--- src/rtl/ctrl_pkg.sv ---
// Shared constants and types for the control decode pipeline:
// opcodes, ALU control codes, FSM states and the output bundle.
package ctrl_pkg;

   localparam logic [6:0] OPC_R = 7'b0110011;
   localparam logic [6:0] OPC_I = 7'b0010011;

   localparam logic [3:0] ALU_AND = 4'b0000;
   localparam logic [3:0] ALU_OR  = 4'b0001;
   localparam logic [3:0] ALU_ADD = 4'b0010;
   localparam logic [3:0] ALU_SLL = 4'b0011;
   localparam logic [3:0] ALU_SRL = 4'b0101;
   localparam logic [3:0] ALU_MUL = 4'b0110;
   localparam logic [3:0] ALU_XOR = 4'b0111;
   localparam logic [3:0] ALU_HCF = 4'b1001;
   localparam logic [3:0] ALU_ILL = 4'b1111;

   typedef enum logic [1:0] {
      RUN     = 2'd0,
      MULWAIT = 2'd1,
      HALT    = 2'd2
   } state_e;

   typedef struct packed {
      logic [3:0]  alu;
      logic        regwrite;
      logic        use_imm;
      logic        illegal;
      logic [4:0]  rd;
      logic [4:0]  rs1;
      logic [4:0]  rs2;
      logic [11:0] imm;
   } ctrl_t;

endpackage

--- src/rtl/ctrl_decode.sv ---
// Combinational instruction decode: R-type and optional I-type ALU ops
// into ALU control, write enable, immediate select and register fields.
module ctrl_decode
   import ctrl_pkg::*;
#(
   parameter int ENABLE_ITYPE = 1
) (
   input  logic [31:0] instr_i,
   output logic [3:0]  alu_o,
   output logic        regwrite_o,
   output logic        use_imm_o,
   output logic        illegal_o,
   output logic [11:0] imm_o,
   output logic [4:0]  rd_o,
   output logic [4:0]  rs1_o,
   output logic [4:0]  rs2_o
);

   logic [6:0] opc;
   logic [2:0] f3;
   logic [6:0] f7;
   logic       bad;

   assign opc   = instr_i[6:0];
   assign f3    = instr_i[14:12];
   assign f7    = instr_i[31:25];
   assign rd_o  = instr_i[11:7];
   assign rs1_o = instr_i[19:15];
   assign rs2_o = instr_i[24:20];

   always_comb begin
      alu_o      = ALU_AND;
      regwrite_o = 1'b0;
      use_imm_o  = 1'b0;
      illegal_o  = 1'b0;
      imm_o      = '0;
      bad        = 1'b0;
      if (opc == OPC_R) begin
         regwrite_o = 1'b1;
         if (f7 == 7'h00) begin
            case (f3)
               3'd0:    alu_o = ALU_ADD;
               3'd6:    alu_o = ALU_OR;
               3'd7:    alu_o = ALU_AND;
               3'd1:    alu_o = ALU_SLL;
               3'd5:    alu_o = ALU_SRL;
               3'd2:    alu_o = ALU_MUL;
               3'd4:    alu_o = ALU_XOR;
               default: bad   = 1'b1;
            endcase
         end else if (f7 == 7'h01 && f3 == 3'd0) begin
            alu_o      = ALU_HCF;
            regwrite_o = 1'b0;
         end else begin
            bad = 1'b1;
         end
      end else if (opc == OPC_I && ENABLE_ITYPE != 0) begin
         regwrite_o = 1'b1;
         use_imm_o  = 1'b1;
         imm_o      = instr_i[31:20];
         case (f3)
            3'd0:    alu_o = ALU_ADD;
            3'd6:    alu_o = ALU_OR;
            3'd7:    alu_o = ALU_AND;
            3'd4:    alu_o = ALU_XOR;
            3'd1:    if (f7 == 7'h00) alu_o = ALU_SLL; else bad = 1'b1;
            3'd5:    if (f7 == 7'h00) alu_o = ALU_SRL; else bad = 1'b1;
            default: bad = 1'b1;
         endcase
      end
      if (bad) begin
         alu_o      = ALU_ILL;
         regwrite_o = 1'b0;
         illegal_o  = 1'b1;
      end
   end

endmodule

--- src/rtl/control_pipe.sv ---
// One-deep decode pipeline with valid/ready on both sides, a MUL
// multi-cycle stall and a halt-and-catch-fire state left via resume.
module control_pipe
   import ctrl_pkg::*;
#(
   parameter int ENABLE_ITYPE = 1,
   parameter int MUL_STALL    = 2,
   parameter int ACW          = 4
) (
   input  logic           clk,
   input  logic           rst_n,
   input  logic           in_valid,
   output logic           in_ready,
   input  logic [31:0]    instr,
   output logic           out_valid,
   input  logic           out_ready,
   output logic [ACW-1:0] alu_control,
   output logic           regwrite,
   output logic           use_imm,
   output logic           illegal,
   output logic [4:0]     rd,
   output logic [4:0]     rs1,
   output logic [4:0]     rs2,
   output logic [11:0]    imm,
   input  logic           resume,
   output logic           halted
);

   localparam logic [3:0] STALL = 4'(MUL_STALL);

   state_e     state_q, state_d;
   logic [3:0] cnt_q, cnt_d;
   logic       vld_q, vld_d;
   ctrl_t      bndl_q, bndl_d;
   ctrl_t      dec;

   logic accept;
   logic take;
   logic is_mul;
   logic is_hcf;
   logic mul_wait;

   ctrl_decode #(
      .ENABLE_ITYPE (ENABLE_ITYPE)
   ) u_dec (
      .instr_i    (instr),
      .alu_o      (dec.alu),
      .regwrite_o (dec.regwrite),
      .use_imm_o  (dec.use_imm),
      .illegal_o  (dec.illegal),
      .imm_o      (dec.imm),
      .rd_o       (dec.rd),
      .rs1_o      (dec.rs1),
      .rs2_o      (dec.rs2)
   );

   assign accept   = in_valid && in_ready;
   assign take     = vld_q && out_ready;
   assign is_mul   = dec.alu == ALU_MUL && !dec.illegal;
   assign is_hcf   = dec.alu == ALU_HCF && !dec.illegal;
   assign mul_wait = is_mul && STALL != 4'd0;

   always_ff @(posedge clk) begin
      if (!rst_n) begin
         state_q <= RUN;
         cnt_q   <= '0;
         vld_q   <= 1'b0;
         bndl_q  <= '0;
      end else begin
         state_q <= state_d;
         cnt_q   <= cnt_d;
         vld_q   <= vld_d;
         bndl_q  <= bndl_d;
      end
   end

   always_comb begin
      state_d = state_q;
      cnt_d   = cnt_q;
      vld_d   = vld_q && !take;
      bndl_d  = bndl_q;
      case (state_q)
         RUN: begin
            if (accept) begin
               bndl_d = dec;
               vld_d  = !mul_wait;
               if (is_hcf) begin
                  state_d = HALT;
               end else if (mul_wait) begin
                  state_d = MULWAIT;
                  cnt_d   = STALL;
               end
            end
         end
         MULWAIT: begin
            // Bundle is already captured; it becomes visible as cnt hits 0
            if (cnt_q <= 4'd1) begin
               cnt_d   = '0;
               vld_d   = 1'b1;
               state_d = RUN;
            end else begin
               cnt_d = cnt_q - 4'd1;
            end
         end
         HALT: begin
            if (resume) state_d = RUN;
         end
         default: state_d = RUN;
      endcase
   end

   always_comb begin
      in_ready  = rst_n && state_q == RUN && (!vld_q || out_ready);
      halted    = state_q == HALT;
      out_valid = vld_q;
      regwrite  = bndl_q.regwrite;
      use_imm   = bndl_q.use_imm;
      illegal   = bndl_q.illegal;
      rd        = bndl_q.rd;
      rs1       = bndl_q.rs1;
      rs2       = bndl_q.rs2;
      imm       = bndl_q.imm;
      alu_control      = '0;
      alu_control[3:0] = bndl_q.alu;
      if (bndl_q.illegal) alu_control = '1;
   end

endmodule

--- config.mk ---
export PLATFORM = sky130hd
export DESIGN_NAME = control_pipe
export DESIGN_NICKNAME = d
export VERILOG_FILES = /design/src/rtl/ctrl_pkg.sv /design/src/rtl/ctrl_decode.sv /design/src/rtl/control_pipe.sv
export SDC_FILE = /design/constraint.sdc
export NUM_CORES = 1
export LEC_CHECK = 0
export CAP_MARGIN = 20
export CORE_ASPECT_RATIO = 1.1
export CORE_UTILIZATION = 52
export CTS_CLUSTER_DIAMETER = 50
export DETAILED_ROUTE_END_ITERATION = 10
export DONT_BUFFER_PORTS = 1
export PLACE_DENSITY_LB_ADDON = 0.2
export SYNTH_ARGS = -nofsm -noshare
export SYNTH_HDL_FRONTEND = slang
export SYNTH_SLANG_ARGS = --single-unit
--- constraint.sdc ---
create_clock -name clk -period 2 [get_ports clk]
set_clock_uncertainty 0.1 [all_clocks]
set_input_delay 0.6 -clock clk [delete_from_list [all_inputs] [get_ports clk]]
set_output_delay 0.6 -clock clk [all_outputs]
set_load 0.03 [all_outputs]
======== After elaboration in Yosys (flattened, before gate mapping) ========
Index checks and enable logic that the tools add are counted.
cells by class
  bitwise gates (word level) .............. 0
  multipliers ............................. 0
  $add $sub $neg .......................... 1
  magnitude comparators ................... 1
  equality and inequality tests ........... 19
  div/mod/pow operators ................... 0
  multiplexer cells ....................... 39
  shift-type cells ........................ 0
  reductions and logical operators ........ 23
operators by type and width
  kind                                                            count
  2-to-1 mux 4 bit                                                10
  2-to-1 mux 12 bit                                               2
  one-hot mux 4 bit (5 select lines)                              1
  one-hot mux 3 bit (6 select lines)                              1
  2-to-1 mux 1 bit                                                14
  == test 3 bit, second input constant                            4
  2-to-1 mux 2 bit                                                6
  inequality test 2 bit, second input constant                    5
  logical AND 1 bit                                               8
  one-hot mux 4 bit (2 select lines)                              1
  AND reduction 4 bit                                             2
  == test 7 x 1 -> 1 bit, second input constant                   1
  == test 7 x 5 -> 1 bit, second input constant                   1
  == test 7 x 6 -> 1 bit, second input constant                   1
  zero test 7 bit                                                 1
  OR reduction 7 bit                                              1
  one-hot mux 2 bit (3 select lines)                              1
  == test 4 x 3 -> 1 bit, second input constant                   1
  == test 4 bit, second input constant                            1
  less-or-equal comparator 4 x 1 -> 1 bit, second input constant  1
  zero test 1 bit                                                 4
  one-hot mux 1 bit (2 select lines)                              2
  OR reduction 4 bit                                              1
  subtractor 4 x 1 -> 4 bit, second input constant                1
  other kinds (12)                                                12
word-level totals
  input port bits ......................... 37
  bits in registers ....................... 41
  latch bits .............................. 0
  ROM bits ................................ 0
  memories ................................ 0
  output and inout port bits .............. 37
  logic and storage cells ................. 94
  memory bits (writable) .................. 0

======== Logic depth before layout (Yosys ltp) ========
Gate-level depths: netlist of run 1.
  depth after elaboration ................. 12
  depth in mapped cells ................... 6
  gate-level depth less buffers ........... 6

======== Hierarchy ========
From an unflattened synthesis of run 1, not the netlist that was laid out.
unflattened totals
  cells, all modules ...................... 296
  area total of the unflattened synthesis .. 2,316.0 sq um
modules (own cells, without submodules)
  module        cells an instance  times used  area an instance (sq um)
  control_pipe  234                1           1,883.1
  ctrl_decode   62                 1           432.9

======== Worst setup path after synthesis of run 1 ========
Ideal clock, no wire load.
  path type ............................... input to register
  from .................................... input port instr[3]
  to ...................................... register cnt_q[3]
  stages .................................. 4
  data arrival time ....................... 1.953 ns
  setup time .............................. 0.119 ns
  setup slack ............................. -0.172 ns
  buffers on the path ..................... 0
  path through ............................ or4bb_2 nor4_4 a31oi_1 o221a_2
between the ends
  longest elaborated chain between the ends .. 8
ends and longest elaborated chain
  item                                                         RTL line                                RTL
  start, declared                                              control_pipe.sv:14                      input logic [31:0] instr,
  == test 7 x 5 -> 1 bit                                       ctrl_decode.sv:57                       end else if (opc == OPC_I && ENABLE_ITYPE != 0) begin
  2-to-1 mux 4 bit / 2-to-1 mux 1 bit (equally long branches)  ctrl_decode.sv:57
  2-to-1 mux 4 bit / 2-to-1 mux 1 bit (equally long branches)  ctrl_decode.sv:38                       if (opc == OPC_R) begin
  2-to-1 mux 4 bit / 2-to-1 mux 1 bit (equally long branches)  ctrl_decode.sv:71                       if (bad) begin
  == test 4 x 3 -> 1 bit, or another cell as far along         control_pipe.sv:59                      assign is_mul = dec.alu == ALU_MUL && !dec.illegal;
  logical AND 1 bit, on equally long branches                  control_pipe.sv:59, control_pipe.sv:60
  inequality test 2 bit (no source line)                       --
  AND reduction 4 bit (no source line) (*)                     --
  end signal, assigned                                         control_pipe.sv:71                      cnt_q <= cnt_d;
  end, declared                                                control_pipe.sv:32                      logic [3:0] cnt_q, cnt_d;
Every way passes the cells marked *; elsewhere a longest branch is shown, timed or not.
A chain may end at the register's enable or synchronous reset.

======== Worst setup path after layout of run 1 ========
  from .................................... register state_q[0]
  to ...................................... output port in_ready
between the ends
  longest elaborated chain between the ends .. 3
ends and longest elaborated chain
  item                            RTL line             RTL
  start, declared                 control_pipe.sv:31   state_e state_q, state_d;
  start signal, assigned          control_pipe.sv:70   state_q <= state_d;
  zero test 2 bit                 control_pipe.sv:113  in_ready = rst_n && state_q == RUN && (!vld_q || out_ready);
  logical AND 1 bit (2 in a row)  control_pipe.sv:113
  end, declared                   control_pipe.sv:13   output logic in_ready,
No other way between the ends.

==> run_results.csv, run 1 <==
group,metric,value,unit
yosys,synth.avg_cell_area,8.514,um^2
cts,cts_buffers,5,
worst_setup_path,reg2reg_from,"state_q[0]",
timing,rsz0062_at_grt,"false",
die,die-area,4370,um^2
timing,worst_slack,0.06415,ns
cts,cts_sinks,41,
finish,layout_common_cells,"dfxtp_1, nand2_1, a21boi_0, nor2b_1, o21ai_0",
die,start_util,0.5391,
status,status,"finished, final reports clean",
run,maxCapViolCount,0,
worst_setup_path,end_kind,"output pin",
die,std_cell_rows,24,
finish,fin_nets,266,
worst_hold_path,hold_path.startpoint,"rst_n",
detailed_routing,drt_iter0_drc,55,
power_and_ir_drop,p_leak,0.0007610,uW
global_routing,antenna_found_initial,0,
yosys,seq_area_frac_synth,0.3841,
cts,tritoncts,"yes",
placement,gp_congestion,0.7745,
yosys,synth_nets,290,
finish,n_fill_cell,402,
worst_setup_path,cp.arrival,1.24,ns
worst_setup_path,startpoint_type,"register",
global_routing,grt_overflow,0,
yosys,synth_edf_count,0,
die,die_height,69.24,um
finish,drive_above_1_share,0.1579,
yosys,synth_top_area_frac,0.3841,
timing,setup-violations-final,0,
yosys,synth-seq-cells,41,
detailed_routing,post_drt_wl_per_cell,14.18,um
timing,fin_crit,1.936,ns
yosys,syn_area,2137,um^2
global_routing,grt_pass1_vias,1516,
detailed_routing,totalWireLength,3.969,mm
finish,diodes,0,
detailed_routing,ant_nets,0,
detailed_routing,viasPerCell,5.639,
detailed_routing,dr.pass1.iters,4,
cts,htree_levels,2,
timing,hold_viol_final,0,
timing,fin_setup_tns,0,ns
yosys,async_reset_ff_frac,0,
yosys,yosysWarnings,0,
detailed_routing,drc,0,
global_routing,grt.total_usage,0.1904,
timing,fmax,516.6,MHz
worst_setup_path,startpoint,"state_q[0]",
global_routing,grt_pass1_wl,6.630,mm
timing,fin_crit_sh,0.9679,
yosys,netlist_instances,251,
detailed_routing,dr_total_vias,1579,
placement,placed_area,2014,um^2
placement,place.detailed.hpwl,2.834,mm
cts,clkLatencyLatePin,0.30,ns
worst_hold_path,hp-class,"in -> reg",
die,core-area,3964,um^2
power_and_ir_drop,powerDensity,831.3,nW/um^2
timing,report.final.slew_viol_count,0,
yosys,synthTopCellsByArea,"dfxtp_1, buf_4, nand2_1",
worst_setup_path,crit_fanout,7,
cts,clk_pin_slew,0.09,ns
worst_setup_path,criticalPathCategory,"reg -> out",
finish,area_delta_synth_final,0.7613,%
cts,postCtsSetupBuffers,0,
worst_setup_path,cp.required,1.30,ns
die,die_width,63.13,um
power_and_ir_drop,ir_drop,0.4878,mV
die,io_pins,74,
yosys,synth.largest_area_cell,"dfxtp_1",
yosys,synth_cell_types,42,
cts,clockRootBuffer,"clkbuf_8",
yosys,synth_flop_cell,"dfxtp_1",
global_routing,grt_start_max_net_pins,46,
cts,clock_path_buffers,2,
finish,stdcell_area,2153,um^2
placement,io_buffer_count,0,
timing,relSlewSlack,0.7261,
placement,dp_slack,-0.1876,ns
timing,worst_pin_slew,0.4103,ns
finish,final_common_cell,"dfxtp_1",
finish,finalCoreUtilization,0.5432,
[worst paths after layout]
| path | depth (start not counted) | end | slack, ns |
|---|---|---|---|
| min reg2reg | 2 | cnt_q[1] | 0.41 |
| max | 2 | in_ready | 0.06 |
| max reg2reg | 6 | imm[0] | 0.24 |
| min | 1 | state_q[0] | 0.33 |
[state kept, by name, indices dropped and copies added (netlist names), 2 cells and up]
register	cells
rd	5
bndl_q	4
rs2	5
cnt_q	4
imm	12
rs1	5
state_q	2
[cell usage after synthesis, types with 2 or more instances]
master,number
inv_1,5
a211oi_1,2
or2_2,6
nor3_1,3
ha_1,2
nand2_1,38
nor2b_1,17
dfxtp_1,41
and3_1,4
nor4_1,2
a22oi_1,12
buf_4,29
nor2_1,10
clkbuf_1,9
nand3_1,2
a31oi_1,3
nand2b_1,2
nor4_4,2
o21ai_0,15
a21boi_0,17
a21oi_1,9
[power breakdown]
group	switching [uW]	internal [uW]
registers	39.0	836
clock network	300	502
logic	65.8	47.1
total	404	1390
[worst max-delay path: stages, from the launching register on]
cell     delay, ns
dfxtp_1       0.37
nor2_1        0.23
and3_2        0.33
[final cells by class]
type,count,area [um^2],area share
multi-input cells,165,1031,0.4788
flip-flops and latches,41,820.8,0.3812
repair buffers,9,80.08,0.03719
clock buffers,5,68.82,0.03196
clock inverters,3,68.82,0.03196
well taps,52,65.06,0.03021
inverters,5,18.77,0.008716
[what timing repair did]
item | 4_1_cts | 5_1_grt
hold buffers | 0 | 0
resized for setup | 1 | 0
endpoints found under the setup margin | 1 | 0
[cells by family (layout without fill, tap and decap cells)]
| logic type | Yosys count | count (layout) | synth area share |
|---|---|---|---|
| and+or+nand+nor | 97 | 97 | 0.2547 |
| AOI/OAI and AO/OA | 66 | 66 | 0.2114 |
| adders and majority gates | 2 | 2 | 0.01171 |
| DFF | 41 | 41 | 0.3841 |
| buffers and inverters | 45 | 22 | 0.1382 |
[per-stage QoR]
| stage | hold slack (ns) | power [uW] | instances |
|---|---|---|---|
| after floorplan | 0.3438 | 1019 | 251 |
| after global placement | 0.4047 | 1007 | 272 |
| after detailed placement | 0.4062 | 1008 | 272 |
| after CTS | 0.3155 | 1812 | 280 |
| after global routing | 0.3157 | 1855 | 280 |
| final | 0.3316 | 1790 | 280 |
[routing by layer]
metal  global-route usage  up-vias  share of wire
met5                    0        -              0
met4              0.06977        0          0.014
met3              0.07401        5          0.074
met2               0.3106       58           0.47
met1               0.2236      728           0.44
li1                     -      788              -
No activity file was read; power rests on OpenSTA's default activity.
==> run 2, diff against run 1 <==
--- a/config.mk
+++ b/config.mk
@@ -7,6 +7,7 @@
 export LEC_CHECK = 0
 export CAP_MARGIN = 20
 export CORE_ASPECT_RATIO = 1.1
+export CORE_MARGIN = 2
 export CORE_UTILIZATION = 52
 export CTS_CLUSTER_DIAMETER = 50
 export DETAILED_ROUTE_END_ITERATION = 10
==> run 2 against run 1 <==
Against the previous run: clock power shrank 14%; sequential power is essentially flat; global-route usage shrank 1.8 points; largest power group unchanged.
==> run_results.csv, run 2 (synthesis results as in run 1) <==
group,metric,value,unit
power_and_ir_drop,power.total,1676,uW
detailed_routing,drt_iter0_drc,41,
power_and_ir_drop,p_leak,0.0007588,uW
die,start_util,0.5391,
power_and_ir_drop,ir_drop,0.3407,mV
die,die_width,65.13,um
finish,n_fill_cell,369,
worst_setup_path,path_cells,"nor2_1 > and3_2",
worst_hold_path,hold_path.startpoint,"rst_n",
die,die-area,4639,um^2
global_routing,grt.total_usage,0.1727,
worst_setup_path,end_kind,"output pin",
cts,cts_buffers,5,
worst_setup_path,reg2reg_from,"cnt_q[0]",
worst_setup_path,critPathMaxStageDelay,0.39,ns
cts,clkLatencyLatePin,0.29,ns
cts,htree_levels,2,
worst_hold_path,hp-class,"in -> reg",
timing,rsz0062_at_grt,"false",
worst_setup_path,reg2reg_setup_slack,0.25,ns
timing,worst_slack,0.06951,ns
detailed_routing,viasPerCell,5.512,
cts,clk_pin_slew,0.08,ns
timing,setup-violations-final,0,
worst_setup_path,startpoint_type,"register",
cts,cts_hold_buffers,0,
timing,fmax,518.0,MHz
detailed_routing,totalWireLength,4.016,mm
die,die_height,71.24,um
global_routing,grt_pass1_wl,6.396,mm
cts,clock_path_buffers,2,
worst_setup_path,cp.arrival,1.23,ns
timing,fin_crit_sh,0.9652,
worst_setup_path,crit_fanout,7,
power_and_ir_drop,powerDensity,783.6,nW/um^2
finish,finalCoreUtilization,0.5395,
worst_setup_path,criticalPathCategory,"reg -> out",
worst_setup_path,cp_slowest_cell,"dfxtp_1",
cts,tritoncts,"yes",
timing,hold_viol_final,0,
worst_setup_path,cp_top_family,"simple AND/OR/NAND/NOR gates",
timing,report.final.slew_viol_count,0,
timing,relSlewSlack,0.7273,
placement,dp.cells,273,
worst_setup_path,cp_num_buf_inv,0,
finish,fin_cells,281,
finish,largest_register_ffs,12,
placement,placed_area,2009,um^2
status,status,"finished, final reports clean",
timing,worst_pin_slew,0.4048,ns
finish,final_common_cell,"dfxtp_1",
worst_setup_path,startpoint,"state_q[0]",
finish,layout_common_cells,"dfxtp_1, nand2_1, a21boi_0, nor2b_1, o21ai_0",
die,std_cell_rows,24,
global_routing,grt_pass1_vias,1455,
placement,place.detailed.hpwl,2.878,mm
finish,drive_above_1_share,0.1659,
detailed_routing,dr_total_vias,1549,
timing,fin_crit,1.930,ns
cts,cts_sinks,41,
global_routing,grt_start_max_net_pins,46,
placement,io_buffer_count,0,
worst_setup_path,cp.required,1.30,ns
worst_setup_path,endpoint,"in_ready",
detailed_routing,ant_nets,0,
worst_setup_path,crit_cells,2,
finish,diodes,0,
finish,stdcell_area,2138,um^2
worst_setup_path,reg2regPathDepth,6,
finish,fin_nets,267,
cts,clockRootBuffer,"clkbuf_8",
finish,area_delta_synth_final,0.05849,%
detailed_routing,drc,0,
global_routing,grt_overflow,0,
die,io_pins,74,
detailed_routing,post_drt_wl_per_cell,14.29,um
die,core-area,3964,um^2
run,maxCapViolCount,0,
placement,dp_slack,-0.2023,ns
worst_setup_path,timing.rr.end,"state_q[1]",
global_routing,antenna_found_initial,0,
detailed_routing,dr.pass1.iters,4,
placement,gp_congestion,0.7861,
## run 2: cell types whose count changed in the layout (fill, tap and decap cells not counted), sizes merged
cell	change
buf	+1
bufinv	-1
clkbuf	+1
clkinvlp	+1
inv	-1
## run 2: worst min-delay path by stage
stage,to,slack [ns],cells after the start
CTS,state_q[0],0.33,1
global route,use_imm,0.32,1
floorplan,rd[0],0.34,2
detailed placement,cnt_q[1],0.40,2
finish,imm[5],0.34,1
global placement,cnt_q[1],0.41,2
## run 2: cell type report
cell class	count	area [um^2]	share of cell area
inverter	5	18.77	0.008777
clock buffer	6	82.58	0.03862
clock inverter	2	37.54	0.01755
tap	52	65.06	0.03043
sequential	41	820.8	0.3839
timing repair buffer	10	75.07	0.03511
multi-input combinational	165	1039	0.4857
## run 2: repair_timing
item	CTS	global route
setup buffers	0	0
endpoints found under the setup margin	0	2
resized for setup	0	2
## run 2: through the flow
step                      hold WS (ns)  TNS [ns]
final                           0.3385         0
after floorplan                 0.3438   -0.6808
after global routing            0.3242         0
after CTS                       0.3284         0
after detailed placement        0.3991    -1.799
after global placement          0.4053    -1.410
## run 2: where the power goes
group | switching [uW] | internal, uW
Combinational | 65.7 | 47.1
Clock | 282 | 406
Sequential | 39.3 | 836
## run 2: routing by layer
layer  global-route usage  part of all wire  vias up
met2               0.2726              0.45       73
met4              0.04861            0.0095        0
met1               0.2222              0.45      680
met5                    0                 0        -
met3              0.06593             0.095        4
li1                     -                 -      792
==> run 3, diff against run 2 <==
--- a/config.mk
+++ b/config.mk
@@ -5,6 +5,7 @@
 export SDC_FILE = /design/constraint.sdc
 export NUM_CORES = 1
 export LEC_CHECK = 0
+export ABC_AREA = 0
 export CAP_MARGIN = 20
 export CORE_ASPECT_RATIO = 1.1
 export CORE_MARGIN = 2
@@ -12,7 +13,8 @@
 export CTS_CLUSTER_DIAMETER = 50
 export DETAILED_ROUTE_END_ITERATION = 10
 export DONT_BUFFER_PORTS = 1
-export PLACE_DENSITY_LB_ADDON = 0.2
+export MAX_ROUTING_LAYER = met4
+export PLACE_DENSITY = 0.7
 export SYNTH_ARGS = -nofsm -noshare
 export SYNTH_HDL_FRONTEND = slang
 export SYNTH_SLANG_ARGS = --single-unit
==> run 3 against run 2 <==
Against the previous run: register-to-register slack is essentially flat; cell count is the same; final area grew 0.23%; flip-flop and latch count is the same; combinational power is essentially flat; utilization grew 0.13 points; non-clock buffer count is the same; routed wire length shrank 0.52%; first-iteration DRC count grew 4.9%; sequential share of layout area shrank 0.090 points; critical path depth is the same.
==> run_results.csv, run 3 (synthesis results as in run 1) <==
group,metric,value,unit
power_and_ir_drop,p_seq_frac,0.527,
die,start_util,0.5391,
worst_hold_path,hp-class,"in -> reg",
cts,tritoncts,"yes",
placement,place.detailed.hpwl,3.027,mm
power_and_ir_drop,power_switching,371.5,uW
timing,worst_slack,0.1062,ns
die,std_cell_rows,24,
die,io_pins,74,
finish,final_common_cell,"dfxtp_1",
die,die-area,4639,um^2
timing,hold_viol_final,0,
power_and_ir_drop,cellInternalPower,1290,uW
worst_hold_path,whs_path_depth,1,
cts,clockRootBuffer,"clkbuf_8",
global_routing,grt_pass1_wl,6.506,mm
worst_setup_path,startpoint_type,"register",
power_and_ir_drop,p_leak,0.0007548,uW
worst_setup_path,reg2reg_from,"state_q[0]",
detailed_routing,viasPerCell,5.573,
timing,worst_pin_slew,0.4011,ns
timing,fmax,528.0,MHz
power_and_ir_drop,combPwrFrac,0.069,
worst_setup_path,cp_num_buf_inv,0,
cts,clk_pin_slew,0.07,ns
global_routing,grt.total_usage,0.1842,
status,status,"finished, final reports clean",
cts,cts_buffers,5,
worst_setup_path,end_kind,"output pin",
placement,dp_slack,-0.1977,ns
detailed_routing,dr.pass1.iters,4,
finish,fin_nets,267,
finish,fin_cells,281,
cts,htree_levels,2,
detailed_routing,ant_nets,0,
placement,gp_congestion,0.7774,
timing,fin_crit_sh,0.9469,
finish,drive_above_1_share,0.1616,
placement,dp.cells,273,
global_routing,grt_overflow,0,
global_routing,grt_pass1_vias,1487,
worst_setup_path,cp_top_family,"simple AND/OR/NAND/NOR gates",
power_and_ir_drop,p_clk_frac,0.404,
worst_setup_path,reg2regPathDepth,6,
timing,setup-violations-final,0,
timing,report.final.slew_viol_count,0,
timing,rsz0062_at_grt,"false",
power_and_ir_drop,powerDensity,775.4,nW/um^2
finish,layout_common_cells,"dfxtp_1, nand2_1, a21boi_0, nor2b_1, o21ai_0",
die,die_width,65.13,um
die,die_height,71.24,um
timing,fin_crit,1.894,ns
detailed_routing,totalWireLength,3.995,mm
worst_setup_path,cp.required,1.30,ns
detailed_routing,dr_total_vias,1566,
global_routing,antenna_found_initial,0,
detailed_routing,post_drt_wl_per_cell,14.22,um
timing,worst_hold_slack,0.3430,ns
finish,area_delta_synth_final,0.2929,%
power_and_ir_drop,ir_drop,0.4424,mV
detailed_routing,drc,0,
worst_setup_path,cp.arrival,1.19,ns
worst_setup_path,crit_fanout,7,
timing,relSlewSlack,0.7322,
worst_hold_path,hold_path.startpoint,"rst_n",
die,core-area,3964,um^2
worst_setup_path,path_cells,"nor2_1 > and3_2",
cts,clkLatencyLatePin,0.29,ns
worst_setup_path,timing.rr.end,"imm[1]",
worst_setup_path,critPathMaxStageDelay,0.37,ns
finish,diodes,0,
run,maxCapViolCount,0,
worst_setup_path,reg2reg_setup_slack,0.26,ns
placement,io_buffer_count,0,
detailed_routing,drt_iter0_drc,43,
global_routing,grt_start_max_net_pins,46,
worst_hold_path,min_to,"state_q[0]",
cts,clock_path_buffers,2,
worst_setup_path,criticalPathCategory,"reg -> out",
worst_setup_path,cp_slowest_cell,"dfxtp_1",
cts,cts_sinks,41,
finish,finalCoreUtilization,0.5407,
power_and_ir_drop,switching_share,0.2235,
finish,largest_register_ffs,12,
==> run 3: cell counts in the layout (fill, tap and decap cells not counted) <==
No cell type changed its count.
==> run 3: power groups by stage <==
stage	registers, uW	logic, uW	clock network, uW
4_1_cts	876	117	695
3_3_place_gp	895	114	0
6_report	876	115	671
3_5_place_dp	895	117	0
5_1_grt	879	127	736
2_1_floorplan	866	153	0
==> run 3: per-layer routing <==
metal / global-route usage / part of all wire / vias to the layer above
met5: - / 0 / -
met1: 0.1998 / 0.41 / 718
met2: 0.3070 / 0.49 / 55
li1: - / - / 791
met4: 0.05556 / 0.0073 / 0
met3: 0.07849 / 0.10 / 2
==> run 3: what timing repair did <==
| action | 4_1_cts | 5_1_grt |
|---|---|---|
| resized for setup | 0 | 1 |
| hold buffers | 0 | 0 |
| setup endpoints to repair | 0 | 1 |
| setup buffers | 0 | 0 |
==> run 3: cell type report <==
type                            count  area [um^2]
Multi-Input combinational cell    165         1031
Sequential cell                    41        820.8
Timing Repair Buffer               10        87.58
Tap cell                           52        65.06
Clock inverter                      2        37.54
Fill cell                         385         1821
Clock buffer                        6        82.58
Inverter                            5        18.77
==> run 3: per-stage QoR <==
stage               instance area [um^2]  setup TNS [ns]  total power [uW]
floorplan                           2146         -0.6808              1019
global placement                    2022          -1.376              1009
CTS                                 2142               0              1688
detailed placement                  2022          -1.754              1012
finish                              2143               0              1662
global route                        2143               0              1742
==> run 3: worst max path at each step <==
stage / from / end / cells past startpoint
6_report: state_q[0] / in_ready / 2
5_1_grt: instr[2] / cnt_q[2] / 5
4_1_cts: state_q[0] / in_ready / 2
3_5_place_dp: instr[2] / cnt_q[2] / 5
3_3_place_gp: instr[2] / cnt_q[3] / 4
2_1_floorplan: instr[2] / cnt_q[3] / 4
==> RTL change 1: new RTL, settings of run 1 <==
`ENABLE_ITYPE` is set to 1 in 2 places; all go to 0.
--- a/src/rtl/ctrl_decode.sv
+++ b/src/rtl/ctrl_decode.sv
@@ -3,7 +3,7 @@
 module ctrl_decode
    import ctrl_pkg::*;
 #(
-   parameter int ENABLE_ITYPE = 1
+   parameter int ENABLE_ITYPE = 0
 ) (
    input  logic [31:0] instr_i,
    output logic [3:0]  alu_o,
--- a/src/rtl/control_pipe.sv
+++ b/src/rtl/control_pipe.sv
@@ -3,7 +3,7 @@
 module control_pipe
    import ctrl_pkg::*;
 #(
-   parameter int ENABLE_ITYPE = 1,
+   parameter int ENABLE_ITYPE = 0,
    parameter int MUL_STALL    = 2,
    parameter int ACW          = 4
 ) (
Behaviour: not the same (Yosys sat finds a counterexample within 4 cycles, from zero or initial values and one cycle with rst_n low).
==> RTL change 1 against run 1 <==
Non-clock buffer count down 2. Total power down 39%. Combinational power down 4%. Wire length down 25%. Sequential cell count down 13. Setup slack worse by 0.0084 ns. Area after synthesis down 24%. Fmax down 0.43%. Sequential power down 30%. First-iteration DRC count down 3.6%. Die area down 23%. Cell area down 26%. Critical endpoint is now alu_control[2].
==> RTL change 1: results (changes against run 1) <==
run_status:
  status: "complete, no violations"  # unchanged
timing:
  hold-worst-slack_ns: 0.2923  # was 0.3316 ns
  timing.setup.tns_ns: 0  # unchanged
  drv_slew: 0  # unchanged
place:
  gp_congestion: 0.8557  # was 0.7745
  placed_area_mm2: 0.001533  # was 0.002014 mm2
  place_ws_ns: 0.06376  # was -0.1876 ns
  dp_cells: 209  # was 272
  dp_hpwl_mm: 2.320  # was 2.834 mm
setup_path:
  worstPathMaxFanout: 6  # was 7
  r2r-start: "cnt_q[0]"  # was state_q[0]
  timing.rr.end: "cnt_q[3]"  # was imm[0]
  r2r_slack_ns: 0.17  # was 0.24 ns
  path_delay_family: "flip-flops"  # was simple AND/OR/NAND/NOR gates
  crit_arrival_ns: 1.24  # about the same
  cpPeakStageDelay_ns: 0.47  # was 0.37 ns
  ff2ff_path_depth: 6  # unchanged
  crit_slowest_cell: "dfxtp_1"  # unchanged
grt:
  met2_usage: 0.3460  # was 0.3106
  antenna_found_initial: 0  # unchanged
  grt_max_degree: 33  # was 46
  grtUsageMet3: 0.04478  # was 0.07401
  gr-usage-met1: 0.2005  # was 0.2236
  grt_use_total: 0.1817  # was 0.1904
  grt_pass1_vias: 1117  # was 1,516
  grt_first_pass_wirelength_mm: 4.850  # was 6.630 mm
yosys:
  synth.distinct_cells: 38  # was 42
  syn_area_per_cell_um2: 8.511  # was 8.514 um2
  synthFlopType: "dfxtp_1"  # unchanged
  async_flop_share: 0  # unchanged
  netlist_top_cells_count: "nand2_1, buf_4, dfxtp_1"  # was dfxtp_1, nand2_1, buf_4
  ys_top_cells_by_area: "dfxtp_1, buf_4, nand2_1"  # unchanged
  yosysSeqAreaShare: 0.3430  # was 0.3841
  synth_edf_count: 0  # unchanged
  yosys_warnings: 0  # unchanged
pwr:
  p_leak_nw: 0.6499  # was 0.7610 nW
  ir_drop_uv: 536.3  # was 487.8 uV
clocking:
  clock_path_buffers: 2  # unchanged
  numCtsBuffers: 3  # was 5
  clock_latency_ns: 0.32  # was 0.30 ns
  cts_setup_buffers: 0  # unchanged
  post_cts_resized: 0  # was 1
  clkSlewWorstSetupHoldPaths_ns: 0.15  # was 0.09 ns
  postCtsHoldBufs: 0  # unchanged
  root_buffer: "clkbuf_4"  # was clkbuf_8
  h-tree-depth: 1  # was 2
worst_hold_path:
  hp-class: "input pin to flop"  # unchanged
  holdPathStages: 2  # was 1
  hold_path_startpoint: "rst_n"  # unchanged
  min_to: "state_q[0]"  # unchanged
cells_and_area:
  antenna_cells: 0  # unchanged
  final_nets: 220  # was 266
  drive_above_1_share: 0.1389  # was 0.1579
drt:
  drt_iter0_markers: 53  # was 55
  wirelength_mm: 2.990  # was 3.969 mm
  vias: 1202  # was 1,579
  first_pass_iters: 4  # unchanged
  via_per_inst: 5.643  # was 5.639
  ant_nets: 0  # unchanged
-- RTL change 1: cell types whose count changed after synthesis, moves of 4 or more --
cell	delta
nor2_1	-4
o21ai_0	-9
nor2b_1	-9
a21oi_1	-6
a22oi_1	-10
dfxtp_1	-13
clkbuf_1	-4
-- RTL change 1: final cells by class --
cell class,instances,area [um2]
repair buffers,7,52.55
flip-flops and latches,28,563.0
fillers,263,1287
clock inverters,1,30.03
clock buffers,3,22.52
inverters,3,11.26
well taps,33,41.29
multi-input cells,138,869.6
-- RTL change 1: kinds of logic (layout without fill, tap and decap cells) --
family | count (synthesis) | count (layout) | synth area share
simple gates | 81 | 81 | 0.2887
compound gates | 41 | 41 | 0.1868
buf+inv | 38 | 14 | 0.1570
flops | 28 | 28 | 0.3430
fa+ha+maj | 2 | 2 | 0.01531
other cells | 1 | 13 | 0.002295
mux | 1 | 1 | 0.006891
-- RTL change 1: metal layers --
layer	wire length, um	part of all wire
met5	0	0
met4	21	0.0070
met3	268	0.090
met2	1483	0.50
met1	1216	0.41
-- RTL change 1: report_power, final --
| part | total, mW | switching, mW | internal [mW] |
|---|---|---|---|
| logic | 0.108 | 0.0729 | 0.0353 |
| registers | 0.610 | 0.0368 | 0.573 |
| clock network | 0.369 | 0.166 | 0.203 |
| total | 1.09 | 0.276 | 0.811 |
-- RTL change 1: worst max-delay path by stage --
stage	cells past startpoint	to	slack [ns]	startpoint
6_report	1	alu_control[2]	0.06	illegal
5_1_grt	1	alu_control[2]	0.01	illegal
4_1_cts	2	in_ready	0.008	state_q[0]
3_5_place_dp	4	cnt_q[0]	0.06	instr[2]
3_3_place_gp	4	cnt_q[0]	0.09	instr[2]
2_1_floorplan	3	in_ready	0.002	rst_n
==> RTL change 2: new RTL, config.mk and constraints of run 1 <==
Made on the original files. Reset style: asynchronous (`rst_n`), changed in one clocked block.
--- a/src/rtl/control_pipe.sv
+++ b/src/rtl/control_pipe.sv
@@ -60,7 +60,7 @@
    assign is_hcf   = dec.alu == ALU_HCF && !dec.illegal;
    assign mul_wait = is_mul && STALL != 4'd0;
 
-   always_ff @(posedge clk) begin
+   always_ff @(posedge clk or negedge rst_n) begin
       if (!rst_n) begin
          state_q <= RUN;
          cnt_q   <= '0;
Check against the original RTL: differs if rst_n is asserted again (counterexample within 4 cycles, from zero or initial values and one cycle with rst_n low); with rst_n held inactive, the same outputs for 10 cycles.
==> RTL change 2 against run 1 <==
Sequential cell count did not move. Utilization grew 3.0 points. Clock power shrank 31%. Cell area increased by 8.0%. Non-clock buffer count increased by 12. Area after synthesis up 5.0%. Wire length grew 11%. Total power is essentially flat. Setup slack improved by 0.022 ns. Highest routed layer unchanged.
==> RTL change 2: results (changes against run 1) <==
run_status:
  status: "complete, no violations"  # unchanged
clocking:
  clkSlewWorstSetupHoldPaths_ns: 0.08
  clock_latency_ns: 0.29
  clock_path_buffers: 2  # unchanged
  numCtsBuffers: 5  # unchanged
cells_and_area:
  largest_register_ffs: 12  # unchanged
  final_nets: 292  # was 266
  nFillCells: 381  # was 402
  antenna_cells: 0  # unchanged
  drive_above_1_share: 0.1660  # was 0.1579
yosys:
  syn_area_per_cell_um2: 8.434  # was 8.514 um2
  synthFlopType: "dfrtp_1"  # was dfxtp_1
  ys_top_cells_by_area: "dfrtp_1, nand2_1, buf_4"  # was dfxtp_1, buf_4, nand2_1
  synth_edf_count: 0  # unchanged
  synth.distinct_cells: 44  # was 42
  netlist_top_cells_count: "nand2_1, dfrtp_1, buf_4"  # was dfxtp_1, nand2_1, buf_4
  yosys_warnings: 0  # unchanged
  yosysSeqAreaShare: 0.4573  # was 0.3841
  syn-num-nets: 305  # was 290
  async_flop_share: 1.000  # was 0
place:
  dp_hpwl_mm: 3.222  # was 2.834 mm
  placed_area_mm2: 0.002200  # was 0.002014 mm2
  place_ws_ns: -0.2237  # was -0.1876 ns
  dp_cells: 296  # was 272
  gp_congestion: 0.7864  # was 0.7745
  numPortBuffers: 0  # unchanged
pwr:
  ir_drop_uv: 324.7  # was 487.8 uV
  p_sw_frac: 0.3064  # was 0.2259
  p_total_mw: 1.789  # was 1.790 mW
  p_leak_nw: 1.140  # was 0.7610 nW
drt:
  first_pass_iters: 4  # unchanged
  via_per_inst: 5.502  # was 5.639
  ant_nets: 0  # unchanged
  wl_per_cell_um: 14.45  # was 14.18 um
  vias: 1678  # was 1,579
  drt_iter0_markers: 89  # was 55
timing:
  relSlewSlack: 0.6540  # was 0.7261
grt:
  grtUsageMet3: 0.07258  # was 0.07401
  grt_pass1_vias: 1551  # was 1,516
  gr-usage-met1: 0.2579  # was 0.2236
  grt_first_pass_wirelength_mm: 7.182  # was 6.630 mm
  grt_max_degree: 42  # was 46
  antenna_found_initial: 0  # unchanged
  met2_usage: 0.3310  # was 0.3106
  grt_use_total: 0.2052  # was 0.1904
worst_hold_path:
  hp-class: "input pin to async pin"  # was input pin to flop
setup_path:
  crit_slowest_cell: "dfrtp_2"  # was dfxtp_1
  worstPathMaxFanout: 6  # was 7
  cpPeakStageDelay_ns: 0.50  # was 0.37 ns
  crit_arrival_ns: 1.21  # was 1.24 ns
  path_delay_family: "flip-flops"  # was simple AND/OR/NAND/NOR gates
RTL change 2: changes by cell type after synthesis, moves of 3 or more:
cell | run 1 | this run
nor3b_1 | 0 | 3
nand2_1 | 38 | 79
o21ai_0 | 15 | 7
a22oi_1 | 12 | 1
nor2b_1 | 17 | 5
nand2b_1 | 2 | 6
nor2_1 | 10 | 13
nand3_1 | 2 | 17
dfxtp_1 | 41 | 0
a21boi_0 | 17 | 0
dfrtp_1 | 0 | 41
and3_1 | 4 | 1
RTL change 2: what timing repair did:
action | in CTS | in global routing
setup buffers | 0 | 1
hold buffers | 1 | 0
endpoints found under the setup margin | 1 | 7
endpoints found under the hold margin | 41 | 0
gates resized for setup | 1 | 2
pin swaps | 0 | 0
RTL change 2: path summary, 6_finish.rpt:
check	from	depth (start not counted)	endpoint	slack [ns]
max	illegal	1	alu_control[3]	0.09
min	rst_n	1	state_q[0]	0.04
max reg2reg	cnt_q[1]	7	cnt_q[0]	0.27
min reg2reg	state_q[0]	1	state_q[1]	0.39
max in group asynchronous	rst_n	1	rd[3]	1.55
min in group clk	instr[19]	2	rs1[4]	0.31
RTL change 2: logic make-up after synthesis:
logic type | share of synthesized area
simple gates | 0.3001
buf+inv | 0.1283
flops | 0.4573
compound gates | 0.09872
fa+ha+maj | 0.01115
mux | 0.004462
RTL change 2: power groups by stage:
stage | Combinational [mW] | Sequential, mW | Clock [mW]
2_1_floorplan | 0.330 | 0.938 | 0
3_3_place_gp | 0.184 | 1.05 | 0
3_5_place_dp | 0.188 | 1.05 | 0
4_1_cts | 0.210 | 1.03 | 0.569
5_1_grt | 0.232 | 1.04 | 0.607
6_report | 0.206 | 1.03 | 0.552
RTL change 2: final cells by class:
cell class | count | share of cell area
well taps | 52 | 0.02799
multi-input cells | 179 | 0.4042
clock inverters | 1 | 0.003229
flip-flops and latches | 41 | 0.4424
clock buffers | 6 | 0.03552
inverters | 5 | 0.008073
repair buffers | 21 | 0.07858
RTL change 2: per-layer routing:
metal,vias to the layer above,part of all wire
li1,821,-
met1,781,0.44
met2,72,0.48
met3,4,0.076
met4,0,0.0093
met5,-,0
RTL change 2: per-stage QoR:
stage / hold WS [ns] / utilization
floorplan: 0.2044 / -
global placement: 0.2059 / 0.5426
detailed placement: 0.2061 / 0.5426
CTS: 0.04717 / 0.5701
global route: 0.04873 / 0.5735
finish: 0.03998 / 0.5735
